==> config.mk <==
export PLATFORM = sky130hd
export DESIGN_NAME = blk_shift_seq_flat
export DESIGN_NICKNAME = d
export VERILOG_FILES = /design/src/rtl/blk_shift_seq_if.sv /design/src/rtl/blk_shift_seq.sv /design/src/flat_wrapper.sv
export SDC_FILE = /design/constraint.sdc
export NUM_CORES = 1
export LEC_CHECK = 0
export CAP_MARGIN = 20
export CORE_AREA = 2 2 97 99
export CTS_CLUSTER_DIAMETER = 100
export DETAILED_ROUTE_END_ITERATION = 12
export DIE_AREA = 0 0 99 101
export PLACE_DENSITY = 0.85
export SKIP_CTS_REPAIR_TIMING = 1
export SLEW_MARGIN = 20
export SYNTH_ARGS = -nofsm -noshare
export SYNTH_HDL_FRONTEND = slang
export SYNTH_SLANG_ARGS = --single-unit
==> constraint.sdc <==
create_clock -name clk -period 3.67 [get_ports clk]
set_input_delay 0.734 -clock clk [delete_from_list [all_inputs] [get_ports clk]]
set_output_delay 0.734 -clock clk [all_outputs]
set_load 0.01 [all_outputs]
==> src/rtl/blk_shift_seq_if.sv <==
`default_nettype none
// ============================================================================
//  Module   : blk_shift_seq_if
//  Purpose  : Command and 1R1W memory-port bundle for blk_shift_seq.
//  Revision : 1.0  initial release
// ============================================================================
interface blk_shift_seq_if #(
    parameter int W  = 32,
    parameter int AW = 14
);
    logic          cmd_valid;
    logic          cmd_ready;
    logic          cmd_op;
    logic [W-1:0]  cmd_data;
    logic [AW-1:0] mem_raddr;
    logic [W-1:0]  mem_rdata;
    logic          mem_we;
    logic [AW-1:0] mem_waddr;
    logic [W-1:0]  mem_wdata;
    logic          busy;
    logic          done;
    logic [W-1:0]  tail_out;

    // Sequencer view
    modport slave (
        input  cmd_valid, cmd_op, cmd_data, mem_rdata,
        output cmd_ready, mem_raddr, mem_we, mem_waddr, mem_wdata,
               busy, done, tail_out
    );

    // Command source / memory view
    modport master (
        output cmd_valid, cmd_op, cmd_data, mem_rdata,
        input  cmd_ready, mem_raddr, mem_we, mem_waddr, mem_wdata,
               busy, done, tail_out
    );
endinterface

`default_nettype wire

==> src/rtl/blk_shift_seq.sv <==
`default_nettype none
// ============================================================================
//  Module   : blk_shift_seq
//  Purpose  : Multi-cycle shift-in / fill sequencer for a DEPTH x W array in
//             a 1R1W memory. Optional macro BLK_SHIFT_SEQ_TAIL_EN captures
//             the entry shifted out of the top into tail_out.
//  Revision : 1.0  initial release
// ============================================================================
module blk_shift_seq #(
    parameter int DEPTH = 10000,
    parameter int W     = 32
) (
    input  wire            clk,
    input  wire            rst,
    blk_shift_seq_if.slave bus
);

    localparam int            AW        = (DEPTH > 1) ? $clog2(DEPTH) : 1;
    localparam logic [AW-1:0] LAST_ADDR = AW'(DEPTH - 1);
    localparam logic [AW-1:0] FIRST_RD  = AW'(DEPTH - 2);

    if (DEPTH < 2) begin : g_depth_check
        $error("blk_shift_seq: DEPTH must be >= 2");
    end

    typedef enum logic [2:0] {
        ST_IDLE  = 3'd0,
        ST_TAIL  = 3'd1,
        ST_SHIFT = 3'd2,
        ST_DRAIN = 3'd3,
        ST_HEAD  = 3'd4,
        ST_FILL  = 3'd5
    } state_t;

    state_t        state_q, state_d;
    logic [AW-1:0] raddr_q, raddr_d;
    logic [AW-1:0] waddr_q, waddr_d;
    logic          we_q, we_d;
    logic          wsel_q, wsel_d;
    logic          done_q, done_d;
    logic          busy_q, busy_d;
    logic [W-1:0]  data_q, data_d;
    logic          accept;
`ifdef BLK_SHIFT_SEQ_TAIL_EN
    logic [W-1:0]  tail_q, tail_d;
`endif

    assign bus.cmd_ready = (state_q == ST_IDLE) && !rst;
    assign accept        = bus.cmd_valid && bus.cmd_ready;

    always_comb begin
        state_d = state_q;
        raddr_d = raddr_q;
        waddr_d = waddr_q;
        we_d    = 1'b0;
        wsel_d  = 1'b0;
        done_d  = 1'b0;
        data_d  = data_q;
        case (state_q)
            ST_IDLE: begin
                if (accept) begin
                    data_d = bus.cmd_data;
                    if (bus.cmd_op) begin
                        state_d = ST_FILL;
                        we_d    = 1'b1;
                        waddr_d = '0;
                    end else begin
`ifdef BLK_SHIFT_SEQ_TAIL_EN
                        state_d = ST_TAIL;
                        raddr_d = LAST_ADDR;
`else
                        state_d = ST_SHIFT;
                        raddr_d = FIRST_RD;
`endif
                    end
                end
            end
            ST_TAIL: begin
                state_d = ST_SHIFT;
                raddr_d = FIRST_RD;
            end
            ST_SHIFT: begin
                // Data read this cycle lands next cycle and is written one slot up
                we_d    = 1'b1;
                wsel_d  = 1'b1;
                waddr_d = raddr_q + AW'(1);
                if (raddr_q == '0) begin
                    state_d = ST_DRAIN;
                end else begin
                    raddr_d = raddr_q - AW'(1);
                end
            end
            ST_DRAIN: begin
                state_d = ST_HEAD;
                we_d    = 1'b1;
                waddr_d = '0;
                done_d  = 1'b1;
            end
            ST_HEAD: begin
                state_d = ST_IDLE;
            end
            ST_FILL: begin
                if (waddr_q == LAST_ADDR) begin
                    state_d = ST_IDLE;
                end else begin
                    we_d    = 1'b1;
                    waddr_d = waddr_q + AW'(1);
                    done_d  = ((waddr_q + AW'(1)) == LAST_ADDR);
                end
            end
            default: begin
                state_d = ST_IDLE;
            end
        endcase
        busy_d = (state_d != ST_IDLE);
    end

`ifdef BLK_SHIFT_SEQ_TAIL_EN
    // First SHIFT cycle is the one where the DEPTH-1 read data returns
    always_comb begin
        tail_d = tail_q;
        if (state_q == ST_SHIFT && raddr_q == FIRST_RD) begin
            tail_d = bus.mem_rdata;
        end
    end
`endif

    always_ff @(posedge clk or posedge rst) begin
        if (rst) begin
            state_q <= ST_IDLE;
            raddr_q <= '0;
            waddr_q <= '0;
            we_q    <= 1'b0;
            wsel_q  <= 1'b0;
            done_q  <= 1'b0;
            busy_q  <= 1'b0;
            data_q  <= '0;
`ifdef BLK_SHIFT_SEQ_TAIL_EN
            tail_q  <= '0;
`endif
        end else begin
            state_q <= state_d;
            raddr_q <= raddr_d;
            waddr_q <= waddr_d;
            we_q    <= we_d;
            wsel_q  <= wsel_d;
            done_q  <= done_d;
            busy_q  <= busy_d;
            data_q  <= data_d;
`ifdef BLK_SHIFT_SEQ_TAIL_EN
            tail_q  <= tail_d;
`endif
        end
    end

    assign bus.mem_raddr = raddr_q;
    assign bus.mem_waddr = waddr_q;
    assign bus.mem_we    = we_q;
    // Shift writes forward the read data directly to keep one entry per cycle
    assign bus.mem_wdata = wsel_q ? bus.mem_rdata : data_q;
    assign bus.busy      = busy_q;
    assign bus.done      = done_q;
`ifdef BLK_SHIFT_SEQ_TAIL_EN
    assign bus.tail_out  = tail_q;
`else
    assign bus.tail_out  = '0;
`endif

endmodule

`default_nettype wire

==> src/flat_wrapper.sv <==
// flat-port wrapper written by rule: the top's interface ports become plain ports
module blk_shift_seq_flat 
#(
    parameter int DEPTH = 10000,
    parameter int W     = 32
)
  (clk, rst, bus_cmd_valid, bus_cmd_op, bus_cmd_data, bus_mem_rdata, bus_cmd_ready, bus_mem_raddr, bus_mem_we, bus_mem_waddr, bus_mem_wdata, bus_busy, bus_done, bus_tail_out);
  blk_shift_seq_if #(.W(W), .AW(($clog2(DEPTH)))) bus_i ();
  input  wire clk;
  input  wire rst;
  input wire logic [$bits(bus_i.cmd_valid)-1:0] bus_cmd_valid;
  input wire logic [$bits(bus_i.cmd_op)-1:0] bus_cmd_op;
  input wire logic [$bits(bus_i.cmd_data)-1:0] bus_cmd_data;
  input wire logic [$bits(bus_i.mem_rdata)-1:0] bus_mem_rdata;
  output wire logic [$bits(bus_i.cmd_ready)-1:0] bus_cmd_ready;
  output wire logic [$bits(bus_i.mem_raddr)-1:0] bus_mem_raddr;
  output wire logic [$bits(bus_i.mem_we)-1:0] bus_mem_we;
  output wire logic [$bits(bus_i.mem_waddr)-1:0] bus_mem_waddr;
  output wire logic [$bits(bus_i.mem_wdata)-1:0] bus_mem_wdata;
  output wire logic [$bits(bus_i.busy)-1:0] bus_busy;
  output wire logic [$bits(bus_i.done)-1:0] bus_done;
  output wire logic [$bits(bus_i.tail_out)-1:0] bus_tail_out;
  assign bus_i.cmd_valid = bus_cmd_valid;
  assign bus_i.cmd_op = bus_cmd_op;
  assign bus_i.cmd_data = bus_cmd_data;
  assign bus_i.mem_rdata = bus_mem_rdata;
  assign bus_cmd_ready = bus_i.cmd_ready;
  assign bus_mem_raddr = bus_i.mem_raddr;
  assign bus_mem_we = bus_i.mem_we;
  assign bus_mem_waddr = bus_i.mem_waddr;
  assign bus_mem_wdata = bus_i.mem_wdata;
  assign bus_busy = bus_i.busy;
  assign bus_done = bus_i.done;
  assign bus_tail_out = bus_i.tail_out;
  blk_shift_seq #(.DEPTH(DEPTH), .W(W)) u_core (.clk(clk), .rst(rst), .bus(bus_i));
endmodule
Word-level counts from Yosys, hierarchy flattened --
Cells that the tools add are included.
Cells by class: add/sub/neg operators 3, reduce and logical (&&, ||, !) cells 12, equal/unequal tests 11, mux-type cells 21
Operators by type and width (count):
- $mux 14 | 6
- $pmux 14 s4 | 1
- $pmux 14 s3 | 1
- $mux 32 | 1
- $add 14x1->14 const B | 2
- $eq 14x14->1 const B | 2
- $pmux 3 s5 | 1
- $logic_not 14->1 | 1
- $sub 14x1->14 const B | 1
- $mux 3 | 4
- $ne 2x2->1 const B | 4
- $reduce_and 4->1 | 2
- $eq 3x2->1 const B | 2
- $reduce_bool 3->1 | 2
- $mux 1 | 5
- $reduce_bool 4->1 | 1
- $eq 3x1->1 const B | 1
- $eq 3x3->1 const B | 1
- $logic_not 3->1 | 1
- $pmux 1 s3 | 1
- $logic_and 1x1->1 | 2
- $ne 2x1->1 const B | 1
- $pmux 1 s2 | 1
- $reduce_and 2->1 | 1
- other kinds (2) | 2
Storage, ports and cells: bits in registers 67, input bits 68, logic and storage cells 55, output and inout bits 96

Depth between registers and ports, before layout --
Gate-level depths: netlist (run 1).
word-level depth 6, mapped depth 8, mapped depth without buffers 7

Worst setup path after synthesis (run 1) --
No wires, ideal clock.
kind in2reg, start point input port rst, end point register u_core.waddr_q[4], in the netlist u_core.bus.mem_waddr[4], arrival time 3.059 ns, stages 6, slack 0.481 ns, data required time 3.539 ns, buffers on the path 1, path through inv_1 a41oi_1 o22a_2 buf_6 a21oi_1 o22ai_2
On the way: longest elaborated chain between the ends 5
RTL lines:
- start: declaration | RTL line flat_wrapper.sv:10 | input wire rst;
- $logic_not 1->1 | RTL line blk_shift_seq.sv:48 | assign bus.cmd_ready = (state_q == ST_IDLE) && !rst;
- $logic_and 1x1->1 | RTL line blk_shift_seq.sv:48
- $logic_and 1x1->1 | RTL line blk_shift_seq.sv:49 | assign accept = bus.cmd_valid && bus.cmd_ready;
- $ne 2x1->1 (no line)
- $reduce_and 4->1 (no line)
- end signal: assignment | RTL line blk_shift_seq.sv:144 | waddr_q <= waddr_d;
- end: declaration | RTL line blk_shift_seq.sv:37 | logic [AW-1:0] waddr_q, waddr_d;
No other way between the ends. A chain may end at the register's enable or synchronous reset.

Final worst setup path (run 1) --
start point register u_core.state_q[1], end point output port bus_cmd_ready
On the way: longest elaborated chain between the ends 2
RTL lines:
- start: declaration | RTL line blk_shift_seq.sv:35 | state_t state_q, state_d;
- start signal: assignment | RTL line blk_shift_seq.sv:142 | state_q <= state_d;
- $logic_not 3->1 | RTL line blk_shift_seq.sv:48
- $logic_and 1x1->1 | RTL line blk_shift_seq.sv:48
- end: declaration | RTL line flat_wrapper.sv:15 | output wire logic [$bits(bus_i.cmd_ready)-1:0] bus_cmd_ready;
No other way between the ends.

==> results of run 1 <==
-- critical path, cell delays in order, from the launching register on --
cell	delay, ns
dfrtp_1	0.50
or3_1	0.47
nor2_2	0.16
clkdlybuf4s50_1	0.59
-- registers in the layout, summed over array words and instances, names as in the netlist --
name                  count
u_core.wsel_q             1
u_core.bus.mem_waddr     14
u_core.bus.mem_raddr     14
u_core.bus.done           1
u_core.data_q            32
u_core.state_q            3
u_core.bus.busy           1
u_core.bus.mem_we         1
-- Yosys cell counts (2+ instances only) --
library cell  count  area [sq um]
a31oi_1           4          25.0
ha_1              4          50.1
nor4_2            2          25.0
nand3_1          16          80.1
inv_1            13          48.8
nand2_2           2          12.5
o21a_1            2          15.0
o22ai_2           2          25.0
o2111ai_1         2          17.5
nand2b_1          4          25.0
clkbuf_1          7          26.3
nand3b_1          3          22.5
o41ai_1           3          26.3
nor2_1           27           101
a21oi_1          16          80.1
nand2_1          16          60.1
or2_2             2          12.5
mux2_2           63           709
buf_1             3          11.3
dfrtp_1          67          1680
xor2_1            9          78.8
o221ai_1          5          43.8
a32oi_1           3          26.3
nand4b_1          2          17.5
or4_1             5          37.5
and3_1            6          37.5
xnor2_1           8          70.1
buf_6             4          45.0
or3_1             7          43.8
nor3_1            9          45.0
o31ai_1           4          30.0
o21ai_1           6          30.0
o211ai_1          3          22.5
or3b_1            2          17.5
buf_2             9          45.0
buf_4            33           248
nor4_1            2          12.5
o21ai_0          10          50.1
nand4_1           9          56.3
-- layout make-up --
| type | instances | share of cell area |
|---|---|---|
| clock buffers | 13 | 0.0305 |
| clock inverters | 2 | 0.00181 |
| inverters | 14 | 0.00949 |
| multi-input cells | 306 | 0.391 |
| flip-flops and latches | 67 | 0.303 |
| well taps | 111 | 0.0251 |
| repair buffers | 133 | 0.239 |
-- power by group through the flow --
stage / clock (mW) / combinational, mW / sequential [mW]
floorplan: 0 / 0.0879 / 0.771
global placement: 0 / 0.168 / 0.772
detailed placement: 0 / 0.171 / 0.774
CTS: 0.582 / 0.172 / 0.760
global route: 0.614 / 0.184 / 0.761
finish: 0.566 / 0.171 / 0.760
-- cell usage in the layout, fill, tap and decap left out, types with 3 or more instances in the layout --
master,synthesis,final
a31oi_1,4,4
and3_1,6,6
nand2_1,16,16
a32oi_1,3,3
or4_1,5,5
conb_1,1,32
nand3_1,16,16
o211ai_1,3,3
nor3_1,9,9
nor2_1,27,27
o31ai_1,4,4
xor2_1,9,9
o41ai_1,3,3
clkdlybuf4s50_1,0,131
nand4_1,9,9
mux2_2,63,63
a21oi_1,16,16
xnor2_1,8,8
o221ai_1,5,5
clkbuf_8,0,12
o21ai_0,10,10
nand2b_1,4,4
dfrtp_1,67,67
ha_1,4,4
o21ai_1,6,6
or3_1,7,7
nand3b_1,3,3
inv_1,13,12
-- kinds of logic after synthesis --
logic type / after synthesis / share of synthesized area
compound gates: 70 / 0.115
mux: 64 / 0.173
buf+inv: 71 / 0.104
fa+ha+maj: 4 / 0.0120
xor+xnor: 17 / 0.0358
flops: 67 / 0.403
simple gates: 119 / 0.156
other cells: 1 / 0.000902
-- path summary, 6_finish.rpt --
check	cells after the start	end	slack (ns)	from
setup / recovery	3	bus_cmd_ready	0.87	u_core.state_q[1]$_DFF_PP0_
hold / removal	1	u_core.data_q[0]$_DFFE_PP0P_	0.51	u_core.data_q[0]$_DFFE_PP0P_
setup reg to reg	5	u_core.bus.mem_waddr[12]$_DFFE_PP0P_	1.38	u_core.state_q[2]$_DFF_PP0_
hold reg to reg	1	u_core.data_q[0]$_DFFE_PP0P_	0.51	u_core.data_q[0]$_DFFE_PP0P_
max in group asynchronous	3	u_core.bus.mem_raddr[6]$_DFFE_PP0P_	2.05	rst
min in group asynchronous	3	u_core.state_q[0]$_DFF_PP0_	1.08	rst
-- per-layer routing --
metal	up-vias	share of wire	track usage
met5	-	0	0
met4	0	0.017	0.0717
met3	23	0.099	0.0583
met2	200	0.47	0.374
met1	1721	0.42	0.292
li1	1667	-	-
==> summary.md, run 1 <==
| Metric | Value |
|---|---|
| Drt first pass iters | `5` |
| Core Area | `0.00898 sq mm` |
| Yosys cell types | `58` |
| Worst Setup End Kind | `output port` |
| Antenna diodes | `0` |
| Register area | `0.00168 sq mm` |
| Worst EP arrival | `between 2 and 2.5 ns` |
| Routability Congestion | `0.864` |
| Worst-path clk slew | `0.07 ns` |
| Sw Ratio | `0.229` |
| Initial core utilization | `0.463` |
| Final nets | `approximately 600` |
| Mapped cell area | `0.00416 sq mm` |
| Most common flop cell mapped by yosys | `dfrtp_1` |
| Seq/Total Area, Yosys | `0.403` |
| Clk pwr share | `0.378` |
| Clk_skew | `slightly below 0.008 ns` |
| Placed cells | `631` |
| Slew HR | `0.328` |
| Total track usage | `0.226` |
| CTS sink count | `67` |
| Hold Path Class | `reg2reg` |
| CTS Buffer Depth | `2` |
| Final core occ | `0.617` |
| Total gr overflow | `0` |
| FFs w/ async S/R, synth | `1.00` |
| Num CTS Buffers | `9` |
| Routed vias/inst | `5.59` |
| Final hold vios | `0` |
| Pre-CTS setup slack | `~0.93 ns` |
| Max Cap Violations | `0` |
| Share of cells above drive strength 1 | `0.176` |
| Data required, critical path | `approximately 2.9 ns` |
| Status | `finished, final reports clean` |
| Post-route cell area | `0.00554 sq mm` |
| TritonCTS clock tree | `yes` |
| Area grow syn2layout | `33.2%` |
| CTS root buf | `clkbuf_8` |
| Tot Pwr | `roughly 1.5 mW` |
| Reg power frac | `0.508` |
| Setup Crit Path Kind | `reg2out` |
| Largest net degree at the start of global routing | `68` |
| Crit share post-route | `0.764` |
| Vias in the first global route | `approximately 3500` |
| CTS H-Tree Depth | `3` |
| Fmax | `0.357 GHz` |
| Max-slew violations | `0` |
| Register bit total from synthesis | `67` |
| Die area | `around 0.01 sq mm` |
| Area of the multi-input gates | `approximately 0.0022 sq mm` |
| Leak pwr | `between 2 and 2.5 nW` |
| Placed cell area | `between 0.005 and 0.006 sq mm` |
| Clk_lat worst skew | `0.34 ns` |
| Combinational share of power | `0.114` |
| Hpwl dp | `8.28 mm` |
| Setup violations, final | `0` |
| Net Switching | `around 340 uW` |
| Fin cells | `646` |
| Port buffer count | `~130` |
| Final worst slack | `0.867 ns` |
| VDD IR max | `133 uV` |
| Total routed wirelength | `11.2 mm` |
| Initial antenna violation count | `0` |
| Crit-path max FO | `12` |
| Io pins | `164` |
| First-pass GRT wire length | `about 18 mm` |
| Least-Margin Pin Slew | `1.01 ns` |
| Crit path time final | `between 2 and 3 ns` |
| YS warnings | `0` |
| Iter 0 DRT Violations | `approximately 220` |
| Detailed-route via count | `around 3600` |
| Synth Instances | `413` |
| DRC Markers | `0` |
| Worst hold slack | `0.505 ns` |
| Fill cells | `726` |
| Die width | `99 um` |
| Row count | `35` |
| RSZ-0062 raised after global routing | `false` |
| Die Height | `roughly 100 um` |
| Wirelength per Cell | `17.3 um` |
| CP Launch Type | `flop` |
| Post-synth EDFFs | `0` |
| Pint | `1.15 mW` |
| Pwr dens | `270 mW/mm^2` |
| ANT nets after route | `0` |
| Fin Setup TNS | `0 ns` |
| Syn_area_per_cell | `10.1 sq um` |
Power figures use the tool's default switching activity.
==> inputs of run 2 (changes only) <==
Settings changed: CORE_AREA 2 2 97 99 to 2 2 101 103, DIE_AREA 0 0 99 101 to 0 0 103 105, PLACE_DENSITY 0.85 to 0.79.
Clock period 3.67 ns to 2.8 ns, I/O delays scaled along.
==> summary.md, run 2 (synthesized netlist as in run 1, its figures left out) <==
| Metric | Value |
|---|---|
| Max reg flops | `32 (unchanged)` |
| Routability Congestion | `0.843 (-2.4%)` |
| TritonCTS clock tree | `yes` |
| Drt first pass iters | `5 (unchanged)` |
| Hold path depth | `1 (unchanged)` |
| Iter 0 DRT Violations | `146 (-33%)` |
| Routed vias/inst | `5.31 (-5.1%)` |
| Largest net degree at the start of global routing | `68 (unchanged)` |
| R2r endpoint | `u_core.bus.mem_raddr[11]$_DFFE_PP0P_` |
| Crit path time final | `2.61 ns` |
| Hold_sp | `u_core.data_q[2]$_DFFE_PP0P_` |
| Fin Setup TNS | `0 ns (unchanged)` |
| Area grow syn2layout | `35.1%` |
| Tot Pwr | `2.01 mW (+34%)` |
| Clk_lat worst skew | `0.34 ns (about the same)` |
| Total gr overflow | `0 (unchanged)` |
| Io pins | `164 (unchanged)` |
| Crit-path max FO | `12 (unchanged)` |
| Worst-path clk slew | `0.08 ns (about the same)` |
| Total routed wirelength | `11.1 mm (-0.93%)` |
| Initial core utilization | `0.431 (-0.0318)` |
| Least-Margin Pin Slew | `0.862 ns (-0.145 ns)` |
| Max-slew violations | `0 (unchanged)` |
| Die area | `0.0108 sq mm (+8.2%)` |
| Share of cells above drive strength 1 | `0.182 (+0.00646)` |
| Vias in the first global route | `3327 (-5.2%)` |
| Data required, critical path | `2.24 ns (-0.70 ns)` |
| CTS root buf | `clkbuf_8` |
| Pwr dens | `358 mW/mm^2 (+32%)` |
| Critical Path Max Stage Delay | `0.58 ns (about the same)` |
| First-pass GRT wire length | `16.9 mm (-5.4%)` |
| CTS sink count | `67 (unchanged)` |
| Reg2reg path depth | `7 (+2)` |
| Crit share post-route | `0.932` |
| Worst EP arrival | `2.05 ns (-0.02 ns)` |
| DRC Markers | `0 (unchanged)` |
| Fill cells | `838 (+15%)` |
| Most frequent cells in the layout | `clkdlybuf4s50_1, dfrtp_1, mux2_2, conb_1, nor2_1` |
| Max Cap Violations | `0 (unchanged)` |
| Detailed-route via count | `3561 (-1.4%)` |
| CP max-delay cell | `clkdlybuf4s50_1` |
| Setup Crit Path Kind | `reg2out` |
| Hold Path Class | `reg2reg` |
| ANT nets after route | `0 (unchanged)` |
| Slew HR | `0.425 (+0.0968)` |
| Setup violations, final | `0 (unchanged)` |
| Hpwl dp | `8.15 mm (-1.6%)` |
| Cell Chain, Critical Path | `or3_1 -> nor2_2 -> clkdlybuf4s50_1` |
| Port buffer count | `131 (unchanged)` |
| Die Height | `105 um (+4.0%)` |
| CP Launch Type | `flop` |
| Final nets | `606 (+0.50%)` |
| RSZ-0062 raised after global routing | `false` |
| Num CTS Buffers | `9 (unchanged)` |
| Antenna diodes | `0 (unchanged)` |
| CTS H-Tree Depth | `3 (unchanged)` |
| Status | `finished, final reports clean` |
| Final hold vios | `0 (unchanged)` |
| Initial antenna violation count | `0 (unchanged)` |
| Core Area | `0.00964 sq mm (+7.4%)` |
| Reg2Reg Setup Slack | `0.66 ns (-0.72 ns)` |
| Fmax | `~0.38 GHz` |
| CP Buf/Inv Count | `1 (unchanged)` |
| Total track usage | `0.199 (-0.0276)` |
| Clk_skew | `0.00806 ns (+0.000137 ns)` |
| Die width | `103 um (+4.0%)` |
| Pre-CTS setup slack | `0.315 ns (-0.615 ns)` |
| Largest register by flop count | `u_core.data_q` |
| Final worst slack | `0.191 ns (-0.675 ns)` |
| Largest delay share family, worst path | `simple AND/OR/NAND/NOR gates` |
| Min-Delay Endpoint | `u_core.data_q[2]$_DFFE_PP0P_` |
| RR Startpoint | `u_core.bus.mem_raddr[0]$_DFFE_PP0P_` |
| CTS Buffer Depth | `2 (unchanged)` |
| Row count | `36 (+2.9%)` |
| Leak pwr | `2.39 nW (+0.57%)` |
| Worst Setup End Kind | `output port` |
| Wirelength per Cell | `16.5 um (-4.6%)` |
| Commonest non-fill, non-tap cell in the layout | `clkdlybuf4s50_1` |
| VDD IR max | `279 uV (+110%)` |
## run 2: how the worst max path moves through the flow
stage / slack [ns] / start / cells after the start / endpoint
2_1_floorplan: 0.22 / rst / 6 / u_core.bus.mem_waddr[4]$_DFFE_PP0P_
3_3_place_gp: 0.36 / bus_cmd_valid / 6 / u_core.bus.mem_raddr[11]$_DFFE_PP0P_
3_5_place_dp: 0.32 / bus_cmd_valid / 6 / u_core.bus.mem_raddr[11]$_DFFE_PP0P_
4_1_cts: 0.18 / u_core.state_q[1]$_DFF_PP0_ / 3 / bus_cmd_ready
5_1_grt: 0.12 / u_core.state_q[1]$_DFF_PP0_ / 3 / bus_cmd_ready
6_report: 0.19 / u_core.state_q[1]$_DFF_PP0_ / 3 / bus_cmd_ready
## run 2: through the flow
stage	hold WS [ns]	area (sq um)	utilization	cells
after floorplan	0.460	4280	-	444
after global placement	0.482	5430	0.563	656
after detailed placement	0.488	5430	0.563	656
after CTS	0.506	5620	0.583	671
after global routing	0.522	5620	0.583	671
final	0.503	5620	0.583	671
## run 2: worst reg2reg max path: cells and delay by family (launching register included)
family	cells	cell delay, ns
adder cells (fa/ha/maj)	1	0.25
AND/OR/NAND/NOR	3	0.88
buffers and inverters	1	0.12
AO/OA/AOI/OAI	2	0.34
flip-flops	1	0.47
## run 2: cell type report
class | count | area, sq um | share of cell area
multi-input combinational | 306 | 2160 | 0.385
timing repair buffer | 136 | 1360 | 0.242
clock buffer | 9 | 124 | 0.0221
clock inverter | 6 | 67.6 | 0.0120
inverter | 14 | 56.3 | 0.0100
sequential | 67 | 1680 | 0.299
tap | 133 | 166 | 0.0296
## run 2: power breakdown
| part | leakage, nW | internal (mW) | switching, mW |
|---|---|---|---|
| registers | 0.864 | 0.985 | 0.00996 |
| clock network | 0.0913 | 0.407 | 0.384 |
| logic | 1.44 | 0.139 | 0.0829 |
| total | 2.39 | 1.53 | 0.476 |
## run 2: routing by layer
metal,track usage,routed length (um)
met1,0.256,4620
met2,0.318,5190
met3,0.0502,1090
met4,0.0752,183
met5,0,0
